### config.mk
export PLATFORM = sky130hd
export DESIGN_NAME = ps2_scancode_rx_flat
export DESIGN_NICKNAME = d
export VERILOG_FILES = /design/src/rtl/ps2_scancode_rx_if.sv /design/src/rtl/ps2_scancode_rx.sv /design/src/flat_wrapper.sv
export SDC_FILE = /design/constraint.sdc
export NUM_CORES = 1
export LEC_CHECK = 0
export ABC_AREA = 1
export ABC_CLOCK_PERIOD_IN_PS = 1800
export CELL_PAD_IN_SITES_DETAIL_PLACEMENT = 1
export CELL_PAD_IN_SITES_GLOBAL_PLACEMENT = 2
export CORE_MARGIN = 2
export CORE_UTILIZATION = 32
export CTS_BUF_LIST = sky130_fd_sc_hd__clkbuf_16
export DETAILED_ROUTE_END_ITERATION = 10
export GPL_TIMING_DRIVEN = 0
export PLACE_DENSITY = 0.85
export SLEW_MARGIN = 20
export SYNTH_ARGS = -nofsm -noshare
export SYNTH_HDL_FRONTEND = slang
export SYNTH_SLANG_ARGS = --single-unit
export TNS_END_PERCENT = 50
### constraint.sdc
create_clock -name clk_i -period 1.8 [get_ports clk_i]
set_input_delay 0.18 -clock clk_i [delete_from_list [all_inputs] [get_ports clk_i]]
set_output_delay 0.18 -clock clk_i [all_outputs]
set_load 0.1 [all_outputs]
### src/rtl/ps2_scancode_rx_if.sv
// Decoded PS/2 key event bundle.
// Master drives the event, slave is the keypad-emulation consumer.
interface ps2_scancode_rx_if;
    logic [7:0] key_code_o;
    logic       key_extended_o;
    logic       key_pressed_o;
    logic       key_strobe_o;
    logic       frame_err_o;

    modport master (
        output key_code_o,
        output key_extended_o,
        output key_pressed_o,
        output key_strobe_o,
        output frame_err_o
    );

    modport slave (
        input key_code_o,
        input key_extended_o,
        input key_pressed_o,
        input key_strobe_o,
        input frame_err_o
    );
endinterface

### src/rtl/ps2_scancode_rx.sv
// PS/2 device-to-host receiver folding E0/F0/E1 prefixes into key events.
// Define PS2_PARITY_CHECK_EN to reject frames with bad odd parity.
module ps2_scancode_rx #(
    parameter int CLK_KHZ    = 21477,
    parameter int FILTER_LEN = 8,
    parameter int TIMEOUT_US = 2000
) (
    input  logic          clk_i,
    input  logic          reset_n_i,
    input  logic          ps2_clk_i,
    input  logic          ps2_dat_i,
    ps2_scancode_rx_if.master key
);

    localparam int TO_CYC = CLK_KHZ * TIMEOUT_US / 1000;
    localparam int TOW    = $clog2(TO_CYC + 1);

    typedef enum logic [1:0] {
        IDLE, DATA, PARITY, STOP
    } state_t;

    logic [1:0]     clk_sync;
    logic [1:0]     dat_sync;
    logic           filt;
    logic [7:0]     flt_cnt;
    logic           bit_ev;
    logic           dat_s;

    state_t         state;
    logic [2:0]     bit_cnt;
    logic [7:0]     sh;
    logic [TOW-1:0] to_cnt;
    logic           timeout;
    logic           par_ok;
    logic           ext_flag;
    logic           rel_flag;
    logic [2:0]     skip_cnt;

    logic [7:0]     code_q;
    logic           ext_q;
    logic           prs_q;
    logic           stb_q;
    logic           err_q;

    assign dat_s  = dat_sync[1];
    // Flip cycle of a high-to-low filtered clock transition.
    assign bit_ev = filt && !clk_sync[1]
                 && (flt_cnt == 8'(FILTER_LEN - 1));

    assign timeout = (state != IDLE) && !bit_ev
                  && (to_cnt == '0);

`ifdef PS2_PARITY_CHECK_EN
    logic par;
    assign par_ok = ^{sh, par};
`else
    assign par_ok = 1'b1;
`endif

    always_ff @(posedge clk_i) begin
        if (!reset_n_i) begin
            clk_sync <= 2'b11;
            dat_sync <= 2'b11;
            filt     <= 1'b1;
            flt_cnt  <= '0;
        end else begin
            clk_sync <= {clk_sync[0], ps2_clk_i};
            dat_sync <= {dat_sync[0], ps2_dat_i};
            if (clk_sync[1] == filt) begin
                flt_cnt <= '0;
            end else if (flt_cnt == 8'(FILTER_LEN - 1)) begin
                filt    <= clk_sync[1];
                flt_cnt <= '0;
            end else begin
                flt_cnt <= flt_cnt + 8'd1;
            end
        end
    end

    always_ff @(posedge clk_i) begin
        if (!reset_n_i) begin
            state    <= IDLE;
            bit_cnt  <= '0;
            sh       <= '0;
            to_cnt   <= '0;
            ext_flag <= 1'b0;
            rel_flag <= 1'b0;
            skip_cnt <= '0;
            code_q   <= '0;
            ext_q    <= 1'b0;
            prs_q    <= 1'b0;
            stb_q    <= 1'b0;
            err_q    <= 1'b0;
`ifdef PS2_PARITY_CHECK_EN
            par      <= 1'b0;
`endif
        end else begin
            err_q <= 1'b0;
            if (bit_ev)
                to_cnt <= TOW'(TO_CYC);
            else if (state != IDLE && to_cnt != '0)
                to_cnt <= to_cnt - 1'b1;

            if (timeout) begin
                state    <= IDLE;
                err_q    <= 1'b1;
                ext_flag <= 1'b0;
                rel_flag <= 1'b0;
                skip_cnt <= '0;
            end else if (bit_ev) begin
                unique case (state)
                    IDLE: begin
                        if (!dat_s) begin
                            state   <= DATA;
                            bit_cnt <= '0;
                        end else begin
                            err_q    <= 1'b1;
                            ext_flag <= 1'b0;
                            rel_flag <= 1'b0;
                            skip_cnt <= '0;
                        end
                    end
                    DATA: begin
                        sh      <= {dat_s, sh[7:1]};
                        bit_cnt <= bit_cnt + 3'd1;
                        if (bit_cnt == 3'd7)
                            state <= PARITY;
                    end
                    PARITY: begin
`ifdef PS2_PARITY_CHECK_EN
                        par   <= dat_s;
`endif
                        state <= STOP;
                    end
                    STOP: begin
                        state <= IDLE;
                        if (dat_s && par_ok) begin
                            if (skip_cnt != '0) begin
                                skip_cnt <= skip_cnt - 3'd1;
                            end else begin
                                unique case (sh)
                                    8'hE1: skip_cnt <= 3'd7;
                                    8'hE0: ext_flag <= 1'b1;
                                    8'hF0: rel_flag <= 1'b1;
                                    default: begin
                                        code_q   <= sh;
                                        ext_q    <= ext_flag;
                                        prs_q    <= ~rel_flag;
                                        stb_q    <= ~stb_q;
                                        ext_flag <= 1'b0;
                                        rel_flag <= 1'b0;
                                    end
                                endcase
                            end
                        end else begin
                            err_q    <= 1'b1;
                            ext_flag <= 1'b0;
                            rel_flag <= 1'b0;
                            skip_cnt <= '0;
                        end
                    end
                    default: state <= IDLE;
                endcase
            end
        end
    end

    assign key.key_code_o     = code_q;
    assign key.key_extended_o = ext_q;
    assign key.key_pressed_o  = prs_q;
    assign key.key_strobe_o   = stb_q;
    assign key.frame_err_o    = err_q;

endmodule
### src/flat_wrapper.sv
// flat-port wrapper written by rule: the top's interface ports become plain ports
module ps2_scancode_rx_flat 
#(
    parameter int CLK_KHZ    = 21477,
    parameter int FILTER_LEN = 8,
    parameter int TIMEOUT_US = 2000
)
  (clk_i, reset_n_i, ps2_clk_i, ps2_dat_i, key_key_code_o, key_key_extended_o, key_key_pressed_o, key_key_strobe_o, key_frame_err_o);
  ps2_scancode_rx_if key_i ();
  input  logic clk_i;
  input  logic reset_n_i;
  input  logic ps2_clk_i;
  input  logic ps2_dat_i;
  output wire logic [$bits(key_i.key_code_o)-1:0] key_key_code_o;
  output wire logic [$bits(key_i.key_extended_o)-1:0] key_key_extended_o;
  output wire logic [$bits(key_i.key_pressed_o)-1:0] key_key_pressed_o;
  output wire logic [$bits(key_i.key_strobe_o)-1:0] key_key_strobe_o;
  output wire logic [$bits(key_i.frame_err_o)-1:0] key_frame_err_o;
  assign key_key_code_o = key_i.key_code_o;
  assign key_key_extended_o = key_i.key_extended_o;
  assign key_key_pressed_o = key_i.key_pressed_o;
  assign key_key_strobe_o = key_i.key_strobe_o;
  assign key_frame_err_o = key_i.frame_err_o;
  ps2_scancode_rx #(.CLK_KHZ(CLK_KHZ), .FILTER_LEN(FILTER_LEN), .TIMEOUT_US(TIMEOUT_US)) u_core (.clk_i(clk_i), .reset_n_i(reset_n_i), .ps2_clk_i(ps2_clk_i), .ps2_dat_i(ps2_dat_i), .key(key_i));
endmodule
==> results of run 1 <==
[layout by cell type (no fill, tap or decap), types with 2 or more instances in the layout]
cell             instances
a21oi_1                 34
buf_2                    2
buf_4                    5
buf_6                    2
bufinv_16                3
clkbuf_1                 2
clkbuf_16                9
clkdlybuf4s50_1          3
clkinv_1                 3
clkinvlp_4               3
dfxtp_1                 57
dfxtp_2                  2
dlygate4sd2_1           12
ha_1                     8
ha_2                     2
inv_1                   43
inv_2                    3
nand2_1                 89
nand2_2                  3
nand2_4                  4
nand3_1                 30
nand4_1                  7
nor2_1                  68
nor2_2                   3
nor2_4                   4
nor3_1                   6
nor3_2                   6
o21ai_0                 10
o21ai_1                  7
o21bai_1                11
or2_2                    6
xnor2_1                  3
xor2_1                   4
[cell usage after synthesis (all sizes together)]
cell type  number  area share [%]
dfxtp          59              39
or2             6             1.3
nor3           12             2.0
o21ai          17             2.8
inv            46             5.8
nand3          31             5.2
o211ai          1            0.25
nand3b          1            0.25
nand2          97              13
xor2            4             1.2
ha             11             4.6
clkinv          3            0.54
clkbuf          3            0.38
buf             6             1.4
nor2           75              10
o21a            1            0.25
xnor2           3            0.88
nand4           7             1.5
a21oi          36             6.1
o21bai         12             3.1
[cells by family after synthesis]
logic type | count (synthesis) | synth area share, %
AO/OA/AOI/OAI | 67 | 12.6
XOR/XNOR | 7 | 2.05
adder cells (fa/ha/maj) | 11 | 4.60
buffers and inverters | 58 | 8.07
flip-flops | 59 | 39.5
AND/OR/NAND/NOR | 229 | 33.2
[final cells by class]
cell class	instances	area (µm²)
Fill cell	1149	5380
Multi-Input combinational cell	314	1680
Sequential cell	59	1180
Clock buffer	9	225
Inverter	49	196
Timing Repair Buffer	19	165
Tap cell	111	139
Clock inverter	7	116
Buffer	9	70.1
[report_power, final]
part           internal, mW  switching, mW
combinational        0.0189         0.0355
sequential             1.31        0.00268
clock                  1.34          0.604
[repair_timing]
| item | in CTS | in global routing |
|---|---|---|
| endpoints found under the hold margin | 0 | 0 |
| endpoints found under the setup margin | 45 | 45 |
| pin swaps | 1 | 3 |
| setup buffers | 1 | 3 |
| resized for setup | 20 | 30 |
[worst paths after layout]
path / from / endpoint
max: u_core.key.key_code_o[6] / key_key_code_o[6]
min: u_core.clk_sync[0] / u_core.clk_sync[1]
max reg2reg: u_core.state[0] / u_core.key.key_extended_o
min reg2reg: u_core.clk_sync[0] / u_core.clk_sync[1]
[flip-flops by register name, summed over array words and instances (netlist names), 2 cells and up]
register	cells
u_core.flt_cnt	8
u_core.bit_cnt	3
u_core.state	2
u_core.key.key_code_o	8
u_core.clk_sync	2
u_core.dat_sync	2
u_core.sh	8
u_core.to_cnt	16
u_core.skip_cnt	3
[metal layers]
| layer | vias to the layer above | wire (µm) | track usage [%] |
|---|---|---|---|
| met5 | - | 0 | 0 |
| met4 | 0 | 77 | 5.27 |
| met3 | 6 | 136 | 4.79 |
| met2 | 20 | 3910 | 28.3 |
| met1 | 1327 | 3480 | 20.2 |
| li1 | 1447 | - | - |
[per-stage QoR]
stage | instances | power [mW]
finish | 577 | 3.32
detailed placement | 557 | 1.40
global placement | 557 | 1.39
CTS | 574 | 3.38
global route | 577 | 3.45
floorplan | 431 | 1.37
==> impl_metrics.yaml, run 1 <==
power:
  ir_drop_mv: 0.618
  p_per_area_nw_per_um2: 878
  leakagePower_nw: 1.75
cts:
  root_buffer: "clkbuf_16"
  clk_path_buf_depth: 2
  path_clk_slew_ns: 0.05
  hold_buffers: 0
  htree_levels: 3
  cts_buffers: 9
  cts_tree: "done"
  clk_latency_ns: 0.33
  cts_sinks: 59
run:
  max_cap_violations: 0
placement:
  portBuffers: 15
  place_area_um2: 3280
  gp_congestion: 0.848
  hpwl_um: 5580
  dp_slack_ns: -0.0991
setup_path:
  setup.worst_path.class: "reg2out"
  crit_chain: "dlygate4sd2_1"
  reg2reg_depth: 7
  worst-path-max-fanout: 2
  cpPeakStageDelay_ns: 0.87
  crit_arrival_ns: 1.54
  path_depth: 1
  cp-start-kind: "flop"
  critPathTopFamily: "buffers and inverters"
  end_kind: "output port"
  crit_slowest_cell: "dlygate4sd2_1"
  cp_data_required_time_ns: 1.62
  critPathBufInv: 1
  reg2reg_slack_ns: 0.11
route:
  drtAntennaViolNets: 0
  drt_iter0_drc: 62
  num_vias: 2800
  vias_per_cell: 4.85
  wirelength_um: 7600
  drcViolationCount: 0
  post_drt_wl_per_cell_um: 13.2
  drtPass1Iterations: 4
grt:
  grt_pass1_vias: 2856
  grt_pass1_wl_um: 13300
  grtUsageTotal_pct: 16.6
  grt_max_degree: 12
  grt_overflow_total: 0
  antenna_found_initial: 0
timing:
  rsz0062_at_grt: "true"
  drv_slew: 0
  setup_viol: 0
  finalCriticalPeriod_ns: 1.72
  hold_ws_ns: 0.411
  worst_clock_skew_ns: 0.00649
  clock.fmax_ghz: 0.583
  setup_tns_ns: 0
  slew_headroom_pct: 34.9
  finalHoldViolations: 0
  layout_setup_ws_ns: 0.0843
  fin_crit_sh_pct: 95.3
  worst_slew_pin_slew_ns: 0.981
die:
  num_rows: 35
  die_area_um2: 10100
  initial_utilization_pct: 32.7
  io_pins: 16
  die_h_um: 101
  dieWidth_um: 101
  core_um2: 9150
logic_synthesis:
  synth_area_um2: 2990
  postSynthCellCount: 431
  ys_types: 31
  yosysSeqAreaShare_pct: 39.5
  syn_avg_cell_area_um2: 6.94
  ys_ff_latch: 59
  ys_warn_count: 0
  syn-num-nets: 446
layout:
  final_net_count: 476
  antenna_cells: 0
  syn2layout_area_growth_pct: 26.3
  fin_area_um2: 3780
  fin_util_pct: 41.3
  drive_above_1_share_pct: 14.2
min_path:
  holdPathStages: 1
  hold_path_class: "reg2reg"
outcome:
  status: "complete, no violations"
No activity file was read; power rests on OpenSTA's default activity.
==> run 2, diff against run 1 <==
--- a/config.mk
+++ b/config.mk
@@ -6,15 +6,17 @@
 export NUM_CORES = 1
 export LEC_CHECK = 0
 export ABC_AREA = 1
-export ABC_CLOCK_PERIOD_IN_PS = 1800
+export ABC_CLOCK_PERIOD_IN_PS = 1930
+export CAP_MARGIN = 25
 export CELL_PAD_IN_SITES_DETAIL_PLACEMENT = 1
 export CELL_PAD_IN_SITES_GLOBAL_PLACEMENT = 2
 export CORE_MARGIN = 2
 export CORE_UTILIZATION = 32
 export CTS_BUF_LIST = sky130_fd_sc_hd__clkbuf_16
 export DETAILED_ROUTE_END_ITERATION = 10
+export DONT_BUFFER_PORTS = 1
 export GPL_TIMING_DRIVEN = 0
-export PLACE_DENSITY = 0.85
+export PLACE_DENSITY = 0.81
 export SLEW_MARGIN = 20
 export SYNTH_ARGS = -nofsm -noshare
 export SYNTH_HDL_FRONTEND = slang
==> constraint.sdc (replaced) <==
create_clock -name clk_i -period 1.93 [get_ports clk_i]
set_input_delay 0.193 -clock clk_i [delete_from_list [all_inputs] [get_ports clk_i]]
set_output_delay 0.193 -clock clk_i [all_outputs]
set_load 0.1 [all_outputs]
==> run 2 against run 1 <==
Critical path type is now reg2reg. Clock-buffer cell count unchanged. First-iteration DRC count down 23%. Total power down 16%. Die area unchanged. Largest cell class unchanged. Sequential power down 6%. Core utilization down 2.5 points. Cell count down 2.1%. Routed wire length down 5.5%. Global-route usage down 1.4 points. Critical path depth up 10.
==> impl_metrics.yaml, run 2 (synthesized netlist as in run 1, its figures left out) <==
placement:
  dp_cells: 542
  gp_congestion: 0.829
  portBuffers: 0
  place_area_um2: 3130
  hpwl_um: 5390
route:
  vias_per_cell: 4.75
  drcViolationCount: 0
  drtAntennaViolNets: 0
  drt_iter0_drc: 48
  post_drt_wl_per_cell_um: 12.7
  drtPass1Iterations: 4
  num_vias: 2684
  wirelength_um: 7180
die:
  core_um2: 9150
  dieWidth_um: 101
  io_pins: 16
  num_rows: 35
  die_h_um: 101
  die_area_um2: 10100
  initial_utilization_pct: 32.7
timing:
  slew_headroom_pct: 34.3
  rsz0062_at_grt: "true"
  setup_viol: 0
  drv_slew: 0
  worst_clock_skew_ns: 0.00507
  worst_slew_pin_slew_ns: 0.985
  clock.fmax_ghz: 0.564
  finalHoldViolations: 0
  fin_crit_sh_pct: 91.9
  finalCriticalPeriod_ns: 1.77
grt:
  grt_overflow_total: 0
  grt_pass1_vias: 2738
  antenna_found_initial: 0
  grt_max_degree: 11
  grt_pass1_wl_um: 12200
  grtUsageTotal_pct: 15.3
power:
  ir_drop_mv: 0.431
  leakagePower_nw: 1.63
  p_total_mw: 2.80
  p_per_area_nw_per_um2: 790
setup_path:
  crit_chain: "ha_1 > nand2_1 > inv_2 > nand2_1 > nor2_4 > nand2_4 > inv_8 > nand2_4 > buf_6 > nor3_1 > nor2_1"
  crit_slowest_cell: "dfxtp_1"
  end_kind: "flop"
  cp_data_required_time_ns: 2.14
  cpPeakStageDelay_ns: 0.35
  cp-start-kind: "flop"
  setup.worst_path.class: "reg2reg"
  crit_arrival_ns: 1.99
  worst-path-max-fanout: 10
layout:
  nFillCells: 1157
  final_cell_mix: "nand2_1 (91), nor2_1 (70), dfxtp_1 (59)"
  antenna_cells: 0
  largest_reg_flops: 16
  fin_area_um2: 3550
  syn2layout_area_growth_pct: 18.5
  regMostFlops: "u_core.to_cnt"
  multi_input_area_um2: 1620
  fin_util_pct: 38.7
  final_net_count: 465
  drive_above_1_share_pct: 11.5
  regArea_um2: 1180
  stdcell_count: 565
  final_common_cell: "nand2_1"
cts:
  root_buffer: "clkbuf_16"
  clk_latency_ns: 0.33
  path_clk_slew_ns: 0.05
  clk_path_buf_depth: 2
  htree_levels: 3
  cts_sinks: 59
  cts_buffers: 9
  cts_tree: "done"
min_path:
  hold_path_class: "in2reg"
outcome:
  status: "complete, no violations"
run:
  max_cap_violations: 0
==> run 2: changes by cell type in the layout (fill, tap and decap cells not counted), sizes merged, moves of 2 or more <==
cell           change
clkdlybuf4s50      -3
clkinvlp           -2
bufinv             -2
inv                +2
dlygate4sd3        +3
dlygate4sd2       -12
==> run 2: power breakdown <==
part	internal (mW)	switching, mW	leakage [nW]
Clock	0.980	0.547	0.140
Combinational	0.0158	0.0302	1.01
Sequential	1.22	0.00249	0.476
Total	2.22	0.580	1.63
==> run 2: worst paths after layout <==
kind | from | to | slack, ns | depth (start not counted)
min reg2reg | u_core.clk_sync[0] | u_core.clk_sync[1] | 0.42 | 1
max | u_core.flt_cnt[0] | u_core.key.key_code_o[7] | 0.16 | 11
min | reset_n_i | u_core.sh[7] | 0.01 | 2
max reg2reg | u_core.flt_cnt[0] | u_core.key.key_code_o[7] | 0.16 | 11
==> run 2: what timing repair did <==
item,CTS,global route
endpoints found under the setup margin,0,34
hold buffers,3,0
resized for setup,0,19
buffers inserted,0,5
endpoints found under the hold margin,5,0
==> run 2: per-layer routing <==
| layer | GRT usage [%] | up-vias | routed length [µm] |
|---|---|---|---|
| met5 | 0 | - | 0 |
| met4 | 4.43 | 0 | 98 |
| met3 | 4.51 | 9 | 120 |
| met2 | 26.3 | 12 | 3550 |
| met1 | 18.4 | 1239 | 3410 |
| li1 | - | 1424 | - |
==> run 2: stage by stage <==
| step | setup WS, ns | setup TNS (ns) | hold slack (ns) |
|---|---|---|---|
| final | 0.156 | 0 | 0.0103 |
| after global routing | -0.0110 | -0.0160 | 0.00620 |
| after CTS | 0.0196 | 0 | 0.00721 |
| after detailed placement | 0.0361 | 0 | 0.302 |
| after global placement | 0.0783 | 0 | 0.302 |
| after floorplan | 0.332 | 0 | 0.300 |
==> run 2: layout make-up <==
type	count	share of cell area [%]
inverters	49	5.40
clock buffers	9	6.35
plain buffers	9	1.80
multi-input cells	314	45.7
flip-flops and latches	59	33.3
repair buffers	8	1.91
clock inverters	6	1.66
well taps	111	3.92
==> run 2: worst max-delay path, delay by kind of cell, from the launching register on <==
| family | cells | cell delay (ns) |
|---|---|---|
| simple gates | 7 | 0.79 |
| flops | 1 | 0.35 |
| buf+inv | 3 | 0.34 |
| fa+ha+maj | 1 | 0.18 |
==> run 3, diff against run 2 <==
--- a/config.mk
+++ b/config.mk
@@ -16,6 +16,7 @@
 export DETAILED_ROUTE_END_ITERATION = 10
 export DONT_BUFFER_PORTS = 1
 export GPL_TIMING_DRIVEN = 0
+export HOLD_SLACK_MARGIN = 0.08
 export PLACE_DENSITY = 0.81
 export SLEW_MARGIN = 20
 export SYNTH_ARGS = -nofsm -noshare
==> run 3 against run 2 <==
Register-to-register slack about the same. Global-route usage is essentially flat. Cell count stayed put. Clock power about the same.
==> impl_metrics.yaml, run 3 (synthesized netlist as in run 1, its figures left out) <==
grt:
  antenna_found_initial: 0
  grt_pass1_wl_um: 12300
  grt_max_degree: 11
  grt_pass1_vias: 2736
  grt_overflow_total: 0
  grtUsageTotal_pct: 15.3
cts:
  cts_sinks: 59
  cts_buffers: 9
  htree_levels: 3
  path_clk_slew_ns: 0.05
  clk_path_buf_depth: 2
  cts_tree: "done"
  clk_latency_ns: 0.33
  root_buffer: "clkbuf_16"
setup_path:
  cp_data_required_time_ns: 2.14
  cpPeakStageDelay_ns: 0.35
  cp-startpoint: "u_core.flt_cnt[0]"
  cp-endpoint: "u_core.key.key_code_o[7]"
  worst-path-max-fanout: 10
  reg2reg_depth: 11
  rr_endpoint: "u_core.key.key_code_o[7]"
  setup.worst_path.class: "reg2reg"
  path_depth: 11
  end_kind: "flop"
  cp-start-kind: "flop"
  crit_arrival_ns: 1.99
  crit_chain: "ha_1 > nand2_1 > inv_2 > nand2_1 > nor2_4 > nand2_4 > inv_8 > nand2_4 > buf_6 > nor3_1 > nor2_1"
  crit_slowest_cell: "dfxtp_1"
  critPathBufInv: 3
  reg2reg_slack_ns: 0.15
  critPathTopFamily: "simple AND/OR/NAND/NOR gates"
  r2r-start: "u_core.flt_cnt[0]"
die:
  initial_utilization_pct: 32.7
  num_rows: 35
  io_pins: 16
  dieWidth_um: 101
  die_h_um: 101
  die_area_um2: 10100
  core_um2: 9150
layout:
  multi_input_area_um2: 1620
  syn2layout_area_growth_pct: 18.7
  antenna_cells: 0
  final_cell_mix: "nand2_1 (91), nor2_1 (70), dfxtp_1 (59)"
  final_common_cell: "nand2_1"
  largest_reg_flops: 16
  final_net_count: 465
  regArea_um2: 1180
  drive_above_1_share_pct: 11.7
  fin_area_um2: 3550
  regMostFlops: "u_core.to_cnt"
  fin_util_pct: 38.8
  nFillCells: 1157
timing:
  worst_clock_skew_ns: 0.00506
  setup_viol: 0
  fin_crit_sh_pct: 92.0
  drv_slew: 0
  setup_tns_ns: 0
  finalCriticalPeriod_ns: 1.78
  clock.fmax_ghz: 0.563
  slew_headroom_pct: 34.3
  finalHoldViolations: 0
  worst_slew_pin_slew_ns: 0.985
power:
  switching_power_mw: 0.580
  p_int_mw: 2.22
  ir_drop_mv: 0.430
  swShare_pct: 20.7
  p_per_area_nw_per_um2: 788
  seqPwrFrac_pct: 43.8
  p_total_mw: 2.80
  leakagePower_nw: 1.63
  clockPowerShare_pct: 54.5
  p_comb_share_pct: 1.7
route:
  wirelength_um: 7190
  drtAntennaViolNets: 0
  post_drt_wl_per_cell_um: 12.7
  drtPass1Iterations: 4
  num_vias: 2690
  drcViolationCount: 0
  vias_per_cell: 4.76
  drt_iter0_drc: 50
run:
  max_cap_violations: 0
placement:
  portBuffers: 0
  gp_congestion: 0.829
  place_area_um2: 3130
  hpwl_um: 5390
outcome:
  status: "complete, no violations"
min_path:
  hold_path_class: "in2reg"
-- run 3: cell count changes in the layout (fill, tap and decap cells not counted) --
cell / delta
nor3_2: +1
nor3_1: -1
-- run 3: timing repair --
| item | CTS | global route |
|---|---|---|
| gates resized for setup | 0 | 20 |
| endpoints found under the setup margin | 0 | 34 |
| buffers inserted | 0 | 5 |
| endpoints found under the hold margin | 6 | 0 |
| hold buffers | 3 | 0 |
-- run 3: worst register-to-register path, stage by stage (launching register included) --
cell,delay (ns)
dfxtp_1,0.35
ha_1,0.18
nand2_1,0.08
inv_2,0.07
nand2_1,0.08
nor2_4,0.20
nand2_4,0.12
inv_8,0.10
nand2_4,0.10
buf_6,0.18
nor3_1,0.14
nor2_1,0.07
-- run 3: power groups by stage --
stage	Clock, mW	Sequential [mW]	Combinational, mW
final	1.53	1.23	0.0466
after global routing	1.62	1.23	0.0545
after CTS	1.57	1.23	0.0476
after detailed placement	0	1.25	0.0415
after global placement	0	1.25	0.0413
after floorplan	0	1.25	0.0310
-- run 3: layout make-up --
| class | count | area share [%] |
|---|---|---|
| plain buffers | 9 | 1.80 |
| inverters | 49 | 5.39 |
| clock buffers | 9 | 6.34 |
| well taps | 111 | 3.91 |
| multi-input cells | 314 | 45.7 |
| flip-flops and latches | 59 | 33.3 |
| repair buffers | 8 | 1.90 |
| clock inverters | 6 | 1.66 |
-- run 3: layer usage --
metal  up-vias  track usage [%]  share of wire [%]
met5         -                0                  0
met4         0             4.43                1.4
met3         9             4.51                1.7
met2        12             26.2                 49
met1      1243             18.6                 48
li1       1426                -                  -
-- run 3: worst min-delay path by stage --
stage,startpoint,endpoint,depth (start not counted)
CTS,reset_n_i,u_core.to_cnt[9],3
global route,reset_n_i,u_core.to_cnt[9],3
floorplan,ps2_clk_i,u_core.clk_sync[0],1
global placement,ps2_dat_i,u_core.dat_sync[0],1
detailed placement,ps2_dat_i,u_core.dat_sync[0],1
finish,reset_n_i,u_core.to_cnt[9],3
-- run 3: through the flow --
stage          instances  hold slack, ns  worst slack [ns]
6_report             565           0.186             0.154
5_1_grt              565           0.201          -0.00686
4_1_cts              560           0.181            0.0196
3_5_place_dp         542           0.302            0.0361
3_3_place_gp         542           0.302            0.0783
2_1_floorplan        431           0.300             0.332
